## src/rtl/cam_pkg.sv

```systemverilog
// Shared constants, FSM encoding and pixel conversion for the camera frame writer.
package cam_pkg;

  localparam int c_img_cols    = 160;
  localparam int c_img_rows    = 120;
  localparam int c_img_pxls    = c_img_cols * c_img_rows;
  localparam int c_nb_img_pxls = 15;
  localparam int c_nb_buf      = 12;
  localparam int c_dec_log2    = 1;
  localparam int c_nb_src_cnt  = 9;

  typedef enum logic [1:0] {
    ST_IDLE   = 2'd0,
    ST_SYNC   = 2'd1,
    ST_ACTIVE = 2'd2
  } cam_state_t;

  // RGB565 arrives as hi={R5,G[5:3]}, lo={G[2:0],B5}; keep the top 4 bits of each colour.
  function automatic logic [c_nb_buf-1:0] rgb565_to_rgb444(input logic [7:0] hi,
                                                           input logic [7:0] lo);
    logic unused_bits;
    unused_bits = ^{hi[3], lo[6:5], lo[0]};
    return {hi[7:4], hi[2:0], lo[7], lo[4:1]};
  endfunction

endpackage

```

## src/rtl/cam_frame_writer_if.sv

```systemverilog
// Camera byte stream in, frame buffer write port out.
interface cam_frame_writer_if import cam_pkg::*; ();

  // No back-pressure on either side: byte_valid_i is a one-cycle strobe the writer must
  // take when href_i is high, and wea is a one-cycle write the buffer must accept.
  logic                     vsync_i;
  logic                     href_i;
  logic                     byte_valid_i;
  logic [7:0]               byte_i;
  logic                     wea;
  logic [c_nb_img_pxls-1:0] addr;
  logic [c_nb_buf-1:0]      data;

  modport master (
    output vsync_i, href_i, byte_valid_i, byte_i,
    input  wea, addr, data
  );

  modport slave (
    input  vsync_i, href_i, byte_valid_i, byte_i,
    output wea, addr, data
  );

endinterface

```

## src/rtl/cam_pxl_assembler.sv

```systemverilog
// Pairs camera bytes into RGB565 pixels and emits a registered RGB444 write one cycle later.
module cam_pxl_assembler import cam_pkg::*; (
  input  logic                clk,
  input  logic                rst,
  input  logic                clr,
  input  logic                accept,
  input  logic                keep,
  input  logic [7:0]          byte_i,
  output logic                done,
  output logic                pxl_valid,
  output logic [c_nb_buf-1:0] pxl
);

  logic       phase;
  logic       phase_eff;
  logic [7:0] hi_q;

  // A line edge in the same cycle as a byte makes that byte the hi half.
  assign phase_eff = phase & ~clr;
  assign done      = accept & phase_eff;

  always_ff @(posedge clk or negedge rst) begin
    if (!rst) begin
      phase     <= 1'b0;
      hi_q      <= '0;
      pxl_valid <= 1'b0;
      pxl       <= '0;
    end else begin
      pxl_valid <= done & keep;
      if (done & keep) pxl <= rgb565_to_rgb444(hi_q, byte_i);
      if (accept & ~phase_eff) hi_q <= byte_i;
      phase <= phase_eff ^ accept;
    end
  end

endmodule

```

## src/rtl/cam_frame_writer.sv

```systemverilog
// Frame FSM, source counters, decimation and end-of-frame check around the pixel assembler.
module cam_frame_writer import cam_pkg::*; (
  input  logic               clk,
  input  logic               rst,
  input  logic               enable_i,
  cam_frame_writer_if.slave  cam,
  output logic               capture_newframe,
  output logic               frame_err_o,
  output logic               busy_o,
  output cam_state_t         state_o
);

  localparam logic [c_nb_src_cnt-1:0] c_src_cols = c_nb_src_cnt'(c_img_cols << c_dec_log2);
  localparam logic [c_nb_src_cnt-1:0] c_src_rows = c_nb_src_cnt'(c_img_rows << c_dec_log2);
  localparam logic [c_nb_src_cnt-1:0] c_dec_mask = c_nb_src_cnt'((1 << c_dec_log2) - 1);
  localparam logic [c_nb_img_pxls-1:0] c_pxls_max = c_nb_img_pxls'(c_img_pxls);
  localparam logic [c_nb_img_pxls:0]   c_fin_full = (c_nb_img_pxls+1)'(c_img_pxls);

  cam_state_t               state, state_nxt;
  logic                     vsync_q, href_q, gate;
  logic [c_nb_src_cnt-1:0]  src_col, src_row;
  logic [c_nb_img_pxls-1:0] wr_cnt;
  logic                     vsync_rise, vsync_fall, href_rise, href_fall, line_ok;
  logic                     in_frame, frame_start, frame_end;
  logic                     byte_acc, line_clr, pxl_done, wr_keep, pxl_valid;
  logic [c_nb_buf-1:0]      pxl;
  logic [c_nb_img_pxls:0]   fin_cnt;

  function automatic logic [c_nb_src_cnt-1:0] sat_inc(input logic [c_nb_src_cnt-1:0] x);
    return (x == '1) ? x : x + c_nb_src_cnt'(1);
  endfunction

  always_ff @(posedge clk or negedge rst) begin
    if (!rst) begin
      vsync_q <= 1'b0;
      href_q  <= 1'b0;
    end else begin
      vsync_q <= cam.vsync_i;
      href_q  <= cam.href_i;
    end
  end

  assign vsync_rise = cam.vsync_i & ~vsync_q;
  assign vsync_fall = ~cam.vsync_i & vsync_q;

  always_ff @(posedge clk or negedge rst) begin
    if (!rst) state <= ST_IDLE;
    else      state <= state_nxt;
  end

  always_comb begin
    state_nxt = state;
    unique case (state)
      ST_IDLE:   if (cam.vsync_i) state_nxt = ST_SYNC;
      ST_SYNC:   if (vsync_fall)  state_nxt = ST_ACTIVE;
      ST_ACTIVE: if (vsync_rise)  state_nxt = ST_SYNC;
      default:                    state_nxt = ST_IDLE;
    endcase
  end

  always_comb begin
    in_frame    = (state == ST_ACTIVE);
    frame_start = (state == ST_SYNC) & vsync_fall;
    frame_end   = in_frame & vsync_rise;
    busy_o      = in_frame & gate;
  end

  assign state_o = state;

  // Line edges during vertical blanking are ignored.
  assign line_ok   = in_frame & ~cam.vsync_i;
  assign href_rise = line_ok & cam.href_i & ~href_q;
  assign href_fall = line_ok & ~cam.href_i & href_q;
  assign byte_acc  = in_frame & cam.href_i & cam.byte_valid_i;
  assign line_clr  = frame_start | href_rise | href_fall;

  assign wr_keep = gate
                 & ((src_col & c_dec_mask) == '0)
                 & ((src_row & c_dec_mask) == '0)
                 & (src_col < c_src_cols)
                 & (src_row < c_src_rows)
                 & (wr_cnt < c_pxls_max);

  // Count at the vsync edge includes a write still in flight and one completing right now.
  assign fin_cnt = {1'b0, wr_cnt}
                 + (c_nb_img_pxls+1)'(pxl_valid)
                 + (c_nb_img_pxls+1)'(pxl_done & wr_keep);

  cam_pxl_assembler u_asm (
    .clk       (clk),
    .rst       (rst),
    .clr       (line_clr),
    .accept    (byte_acc),
    .keep      (wr_keep),
    .byte_i    (cam.byte_i),
    .done      (pxl_done),
    .pxl_valid (pxl_valid),
    .pxl       (pxl)
  );

  always_ff @(posedge clk or negedge rst) begin
    if (!rst) begin
      gate             <= 1'b0;
      src_col          <= '0;
      src_row          <= '0;
      wr_cnt           <= '0;
      capture_newframe <= 1'b0;
      frame_err_o      <= 1'b0;
    end else begin
      if (frame_start) gate <= enable_i;

      if (frame_start | href_rise) src_col <= '0;
      else if (pxl_done)           src_col <= sat_inc(src_col);

      if (frame_start)    src_row <= '0;
      else if (href_fall) src_row <= sat_inc(src_row);

      if (frame_start)    wr_cnt <= '0;
      else if (pxl_valid) wr_cnt <= wr_cnt + c_nb_img_pxls'(1);

      capture_newframe <= frame_end & gate & (fin_cnt == c_fin_full);
      frame_err_o      <= frame_end & gate & (fin_cnt != c_fin_full);
    end
  end

  assign cam.wea  = pxl_valid;
  assign cam.addr = wr_cnt;
  assign cam.data = pxl;

endmodule

```

## src/flat_wrapper.sv

```systemverilog
// flat-port wrapper written by rule: the top's interface ports become plain ports
module cam_frame_writer_flat import cam_pkg::*;
  (clk, rst, enable_i, capture_newframe, frame_err_o, busy_o, state_o, cam_vsync_i, cam_href_i, cam_byte_valid_i, cam_byte_i, cam_wea, cam_addr, cam_data);
  cam_frame_writer_if cam_i ();
  input  logic clk;
  input  logic rst;
  input  logic enable_i;
  output logic capture_newframe;
  output logic frame_err_o;
  output logic busy_o;
  output cam_state_t state_o;
  input wire logic [$bits(cam_i.vsync_i)-1:0] cam_vsync_i;
  input wire logic [$bits(cam_i.href_i)-1:0] cam_href_i;
  input wire logic [$bits(cam_i.byte_valid_i)-1:0] cam_byte_valid_i;
  input wire logic [$bits(cam_i.byte_i)-1:0] cam_byte_i;
  output wire logic [$bits(cam_i.wea)-1:0] cam_wea;
  output wire logic [$bits(cam_i.addr)-1:0] cam_addr;
  output wire logic [$bits(cam_i.data)-1:0] cam_data;
  assign cam_i.vsync_i = cam_vsync_i;
  assign cam_i.href_i = cam_href_i;
  assign cam_i.byte_valid_i = cam_byte_valid_i;
  assign cam_i.byte_i = cam_byte_i;
  assign cam_wea = cam_i.wea;
  assign cam_addr = cam_i.addr;
  assign cam_data = cam_i.data;
  cam_frame_writer u_core (.clk(clk), .rst(rst), .enable_i(enable_i), .cam(cam_i), .capture_newframe(capture_newframe), .frame_err_o(frame_err_o), .busy_o(busy_o), .state_o(state_o));
endmodule
```

## config.mk

```make
export PLATFORM = sky130hd
export DESIGN_NAME = cam_frame_writer_flat
export DESIGN_NICKNAME = d
export VERILOG_FILES = /design/src/rtl/cam_pkg.sv /design/src/rtl/cam_frame_writer_if.sv /design/src/rtl/cam_pxl_assembler.sv /design/src/rtl/cam_frame_writer.sv /design/src/flat_wrapper.sv
export SDC_FILE = /design/constraint.sdc
export NUM_CORES = 1
export LEC_CHECK = 0
export ABC_AREA = 1
export ABC_CLOCK_PERIOD_IN_PS = 3850
export BUFFER_PORTS_ARGS = -buffer_cell sky130_fd_sc_hd__clkbuf_2
export CORE_MARGIN = 8
export CORE_UTILIZATION = 57
export DETAILED_ROUTE_END_ITERATION = 10
export PLACE_DENSITY = 0.84
export SYNTH_ARGS = -nofsm -noshare
export SYNTH_HDL_FRONTEND = slang
export SYNTH_SLANG_ARGS = --single-unit
export TNS_END_PERCENT = 50
```

## constraint.sdc

```tcl
create_clock -name clk -period 3.85 [get_ports clk]
set_clock_uncertainty 0.1 [all_clocks]
set_input_delay 0.385 -clock clk [delete_from_list [all_inputs] [get_ports clk]]
set_output_delay 0.385 -clock clk [all_outputs]
set_load 0.05 [all_outputs]
```

* Word level (Yosys, flattened, before mapping)
Index checks and enable logic that the tools add are counted.
Storage, ports and cells: register bits 62, input port bits 14, output and inout port bits 33
Cells by class: add/sub/neg operators 5, $lt $le $gt $ge 3, equal/unequal tests 11, muxes and demuxes 12, bitwise operators 34, reductions and logical operators 9
Operator list (count):
- two-way mux 9 bit | 6
- two-way mux 15 bit | 2
- AND 1 bit | 25
- adder 9 x 1 -> 9 bit, second input constant | 2
- == test 9 bit, second input constant | 2
- logical NOT 9 bit | 2
- adder 15 x 1 -> 16 bit | 1
- adder 16 bit | 1
- == test 16 x 15 -> 1 bit, second input constant | 1
- inequality test 16 x 15 -> 1 bit, second input constant | 1
- adder 15 x 1 -> 15 bit, second input constant | 1
- less-than comparator 15 bit, second input constant | 1
- less-than comparator 9 x 8 -> 1 bit, second input constant | 1
- less-than comparator 9 bit, second input constant | 1
- inequality test 2 x 1 -> 1 bit, second input constant | 4
- two-way mux 2 bit | 3
- NOT 1 bit | 6
- one-hot mux 2 bit (3 select lines) | 1
- nonzero test 2 bit | 3
- AND reduction 2 bit | 2
- AND reduction 3 bit | 1
- == test 2 x 1 -> 1 bit, second input constant | 1
- == test 2 bit, second input constant | 1
- logical NOT 2 bit | 1
- other kinds (3) | 4

* Logic depth before layout (Yosys ltp)
depth in word-level cells 13, depth in mapped cells 25, depth with buffers taken out 24

* Cells and area by module
From an unflattened synthesis, not the netlist that was laid out.
Second synthesis, totals: cell total of the unflattened synthesis 423, area, all modules 3236.9 um^2
By module, submodules not included:
- cam_frame_writer | times used 1, cells each 333, area an instance 2392.3 um^2, seq. area each 1001.0 um^2
- cam_pxl_assembler | times used 1, cells each 90, area an instance 844.6 um^2, seq. area each 525.5 um^2

* Worst setup path after synthesis
Ideal clock, no wire load.
path type reg2reg, from register u_core.state[1], in the netlist u_core.state_o[1], to register u_core.frame_err_o, library setup time 0.119 ns, arrival time 3.440 ns, setup slack 0.191 ns, cell stages (with the launch flop) 24, buffers on the path 1, clock period less this slack 3.659 ns, path through dfrtp_1 inv_1 nand4_2 o21ai_2 inv_1 nand3_1 inv_1 ha_1 nand3_1 nor4_1 nand2_1 buf_2 inv_1 fa_1 ha_1 nand3_1 nor2_2 nand3_1 nand2_1 nand2_1 nor2_1 nand3_1 nor2_1 nor2_1
Between the ends: word-level cells in the longest chain between the ends 13
RTL lines:
- from (decl) | line cam_frame_writer.sv:19 | cam_state_t state, state_nxt;
- from (signal assigned) | line cam_frame_writer.sv:48 | else state <= state_nxt;
- == test 2 bit | line cam_frame_writer.sv:62 | in_frame = (state == ST_ACTIVE);
- AND 1 bit | line cam_frame_writer.sv:71 | assign line_ok = in_frame & ~cam.vsync_i;
- AND 1 bit (2 in series) | line cam_frame_writer.sv:72 | assign href_rise = line_ok & cam.href_i & ~href_q;
- bitwise OR 1 bit (2 in series) | line cam_frame_writer.sv:75 | assign line_clr = frame_start | href_rise | href_fall;
- NOT 1 bit | line cam_pxl_assembler.sv:19 | assign phase_eff = phase & ~clr;
- AND 1 bit | line cam_pxl_assembler.sv:19
- AND 1 bit | line cam_pxl_assembler.sv:20 | assign done = accept & phase_eff;
- AND 1 bit | line cam_frame_writer.sv:87 | + (c_nb_img_pxls+1)'(pxl_done & wr_keep);
- adder 16 bit | line cam_frame_writer.sv:87
- inequality test 16 x 15 -> 1 bit | line cam_frame_writer.sv:122 | frame_err_o <= frame_end & gate & (fin_cnt != c_fin_full);
- AND 1 bit (*) | line cam_frame_writer.sv:122
- to (signal assigned) | line cam_frame_writer.sv:122
- to (decl) | line cam_frame_writer.sv:8 | output logic frame_err_o,
Mark *: on every way between the ends. The rest lies on a longest branch, timed or not. A chain may end at the register's enable or synchronous reset.

* Worst setup path after layout
from register u_core.state[1], in the netlist u_core.state_o[1], to register u_core.capture_newframe
Between the ends: word-level cells in the longest chain between the ends 13
RTL lines:
- == test 2 bit | line cam_frame_writer.sv:62
- AND 1 bit | line cam_frame_writer.sv:71
- AND 1 bit (2 in series) | line cam_frame_writer.sv:72
- bitwise OR 1 bit (2 in series) | line cam_frame_writer.sv:75
- NOT 1 bit | line cam_pxl_assembler.sv:19
- AND 1 bit | line cam_pxl_assembler.sv:19
- AND 1 bit | line cam_pxl_assembler.sv:20
- AND 1 bit | line cam_frame_writer.sv:87
- adder 16 bit | line cam_frame_writer.sv:87
- == test 16 x 15 -> 1 bit | line cam_frame_writer.sv:121 | capture_newframe <= frame_end & gate & (fin_cnt == c_fin_full);
- AND 1 bit (*) | line cam_frame_writer.sv:121
- to (signal assigned) | line cam_frame_writer.sv:121
- to (decl) | line cam_frame_writer.sv:7 | output logic capture_newframe,
Marked as above.

==> flow_summary.ini <==
[synthesis]
synth_most_common_cell = nand2_1
ys_types = 33
synth-async-reset-ratio_pct = 100
synth_commonest_cells = 105 x nand2_1, 69 x inv_1, 61 x dfrtp_1
syn_inst = 448
syn_area_mm2 = 0.00335
yosys.area.top_type = dfrtp_1
synth.avg_cell_area_um2 = 7.48
yosysSeqAreaShare_pct = 45.6
synth-main-ff-cell = dfrtp_1
synth-edff-count = 0
synthTopCellsByArea = dfrtp_1 46%, nand2_1 12%, inv_1 7.7%
synth_top_area_share_pct = 45.6
syn_nets = 471
ys_seq_elements = 61
yosysWarnings = 0

[drt]
ant_nets = 0
wl_per_cell_um = 14.6
drc = 0
wirelength_um = 8570
vias_per_cell = 5.45
drt-pass1-iter-count = 5
vias = 3207
dr.first_iter.drc_count = 193

[grt]
grt_util_all_layers_pct = 21.3
grt_max_degree = 39
grt_overflow = 0
grt_pass1_wl_um = 14800
antenna_found_initial = 0
grt_pass1_vias = 3212

[cts]
tritoncts.num_buffers = 9
cts_tree = built
clockRootBuffer = clkbuf_8
clk_latency_ps = 350
clkTransAtPathRegs_ps = 80
clockBufferDepth = 2
clock_sinks = 61
htreeDepth = 3

[timing]
clock.fmax_ghz = 0.290
hold_violations = 0
setup_viol = 0
rsz0062_at_grt = yes
slew_headroom_pct = 60.9
min_period_ps = 3450
timing.setup.tns_ps = 0
drv_slew = 0
period_share_pct = 89.5
finalWorstSetupSlack_ps = 403
worst_slew_pin_slew_ps = 587
whs_ps = 108

[critical_path]
worstSetupPathType = reg -> reg
r2r-start = u_core.state_o[1]
end_kind = flop
critPathLaunch = u_core.state_o[1]
cp-start-kind = flop
required_ps = 4010
path_max_fanout = 6
cp_data_arrival_time_ps = 3610

[floorplan]
coreArea_mm2 = 0.00582
chipWidth_um = 92.7
fp.dieH_um = 92.7
initial_core_util_pct = 57.6
rows = 28
die_area_mm2 = 0.00859
ioPinCount = 47

[finish]
drive_above_1_share_pct = 16.4
fin_cells = 588
layout.core_utilization_pct = 67.5
area_growth_syn_to_layout_pct = 17.1
design_area_mm2 = 0.00392
fill_cells = 498
final_nets = 531
antenna_cells = 0
seq_area_mm2 = 0.00153
multiInputGateArea_mm2 = 0.00154

[placed_design]
portBuffers = 46
gp_congestion = 0.991
dp.final_hpwl_um = 6360
place_area_mm2 = 0.00368
pre_cts_ws_ps = 203
dp_cells = 568

[pwr]
total_power_mw = 1.44
pwr_density_cell_mw_per_mm2 = 368
p_leak_nw = 1.99
ir_worst_vdd_uv = 276

[min_path]
hp-start = cam_href_i
hp-class = in -> reg

[run_status]
outcome = completed

[job]
cap_violations = 0
## cells in the final DEF, fill, tap and decap left out, types with 3 or more instances in the layout
cell type	count
nand4_1	12
buf_4	7
clkbuf_8	9
nor2_4	4
nand3_1	29
clkinv_4	3
nor2_1	55
nor2_2	4
nand2_1	105
o21ai_1	3
dfrtp_1	61
ha_1	7
inv_1	67
o21ai_0	33
clkbuf_2	46
a21oi_1	21
nor3_1	14
## cell type report
type                       instances  share of cell area (%)
clock buffer                      10                    3.25
clock inverter                     6                    1.85
inverter                          71                    6.79
multi-input combinational        311                    39.3
sequential                        61                    38.9
tap                               75                    2.39
timing repair buffer              54                    7.46
## registers in the layout (all words and copies together), names as in the netlist
name,count
u_core.href_q,1
u_core.cam.addr,15
u_core.src_row,9
u_core.src_col,9
u_core.frame_err_o,1
u_core.state_o,2
u_core.gate,1
u_core.u_asm.hi_q,7
u_core.u_asm.phase,1
u_core.u_asm.pxl,12
u_core.u_asm.pxl_valid,1
u_core.vsync_q,1
u_core.capture_newframe,1
## cells by family after synthesis
family,after synthesis,share of synthesized area [%]
adders and majority gates,9,3.58
AOI/OAI and AO/OA,65,10.4
DFF,61,45.6
buffers and inverters,76,8.66
xor gates and xnor gates,3,0.784
muxes,1,0.299
and+or+nand+nor,233,30.7
## layer usage
| metal | global-route usage (%) | wire length [µm] | part of all wire (%) |
|---|---|---|---|
| met1 | 26.8 | 3730 | 44 |
| met2 | 34.7 | 4250 | 50 |
| met3 | 4.21 | 401 | 4.7 |
| met4 | 9.53 | 189 | 2.2 |
| met5 | 0 | 0 | 0 |
## path summary, 6_finish.rpt
check | endpoint | slack [ps] | cells after the start
setup / recovery | u_core.capture_newframe | 400 | 22
hold / removal | u_core.href_q | 110 | 1
setup reg to reg | u_core.capture_newframe | 400 | 22
hold reg to reg | u_core.u_asm.pxl[3] | 400 | 2
max in group asynchronous | u_core.cam.addr[2] | 2270 | 3
min in group asynchronous | u_core.src_col[2] | 460 | 2
## critical path, stage by stage (launching register included)
cell and delay [ps]:
dfrtp_1 420, inv_1 130, nor2_2 70, nand2_1 80, o21ai_2 70, inv_2 100
nand3_1 100, inv_1 70, ha_1 150, nand3_1 80, nor4_1 270, nand2_1 140
inv_2 140, fa_2 250, ha_2 240, nand3_1 180, o21ai_1 230, nand2_1 80
nor2_1 140, nand2_1 70, nor2_1 90, nand3_1 80, nor2_1 90
## what timing repair did
| item | in CTS | in global routing |
|---|---|---|
| hold endpoints to repair | 23 | 0 |
| buffers inserted | 0 | 3 |
| resized for setup | 0 | 6 |
| endpoints found under the setup margin | 0 | 2 |
| hold buffers | 1 | 0 |
## power by group
part	switching, mW	internal [mW]
Sequential	0.0217	0.692
Clock	0.273	0.304
Combinational	0.111	0.0409
(Power assumes the default switching activity.)
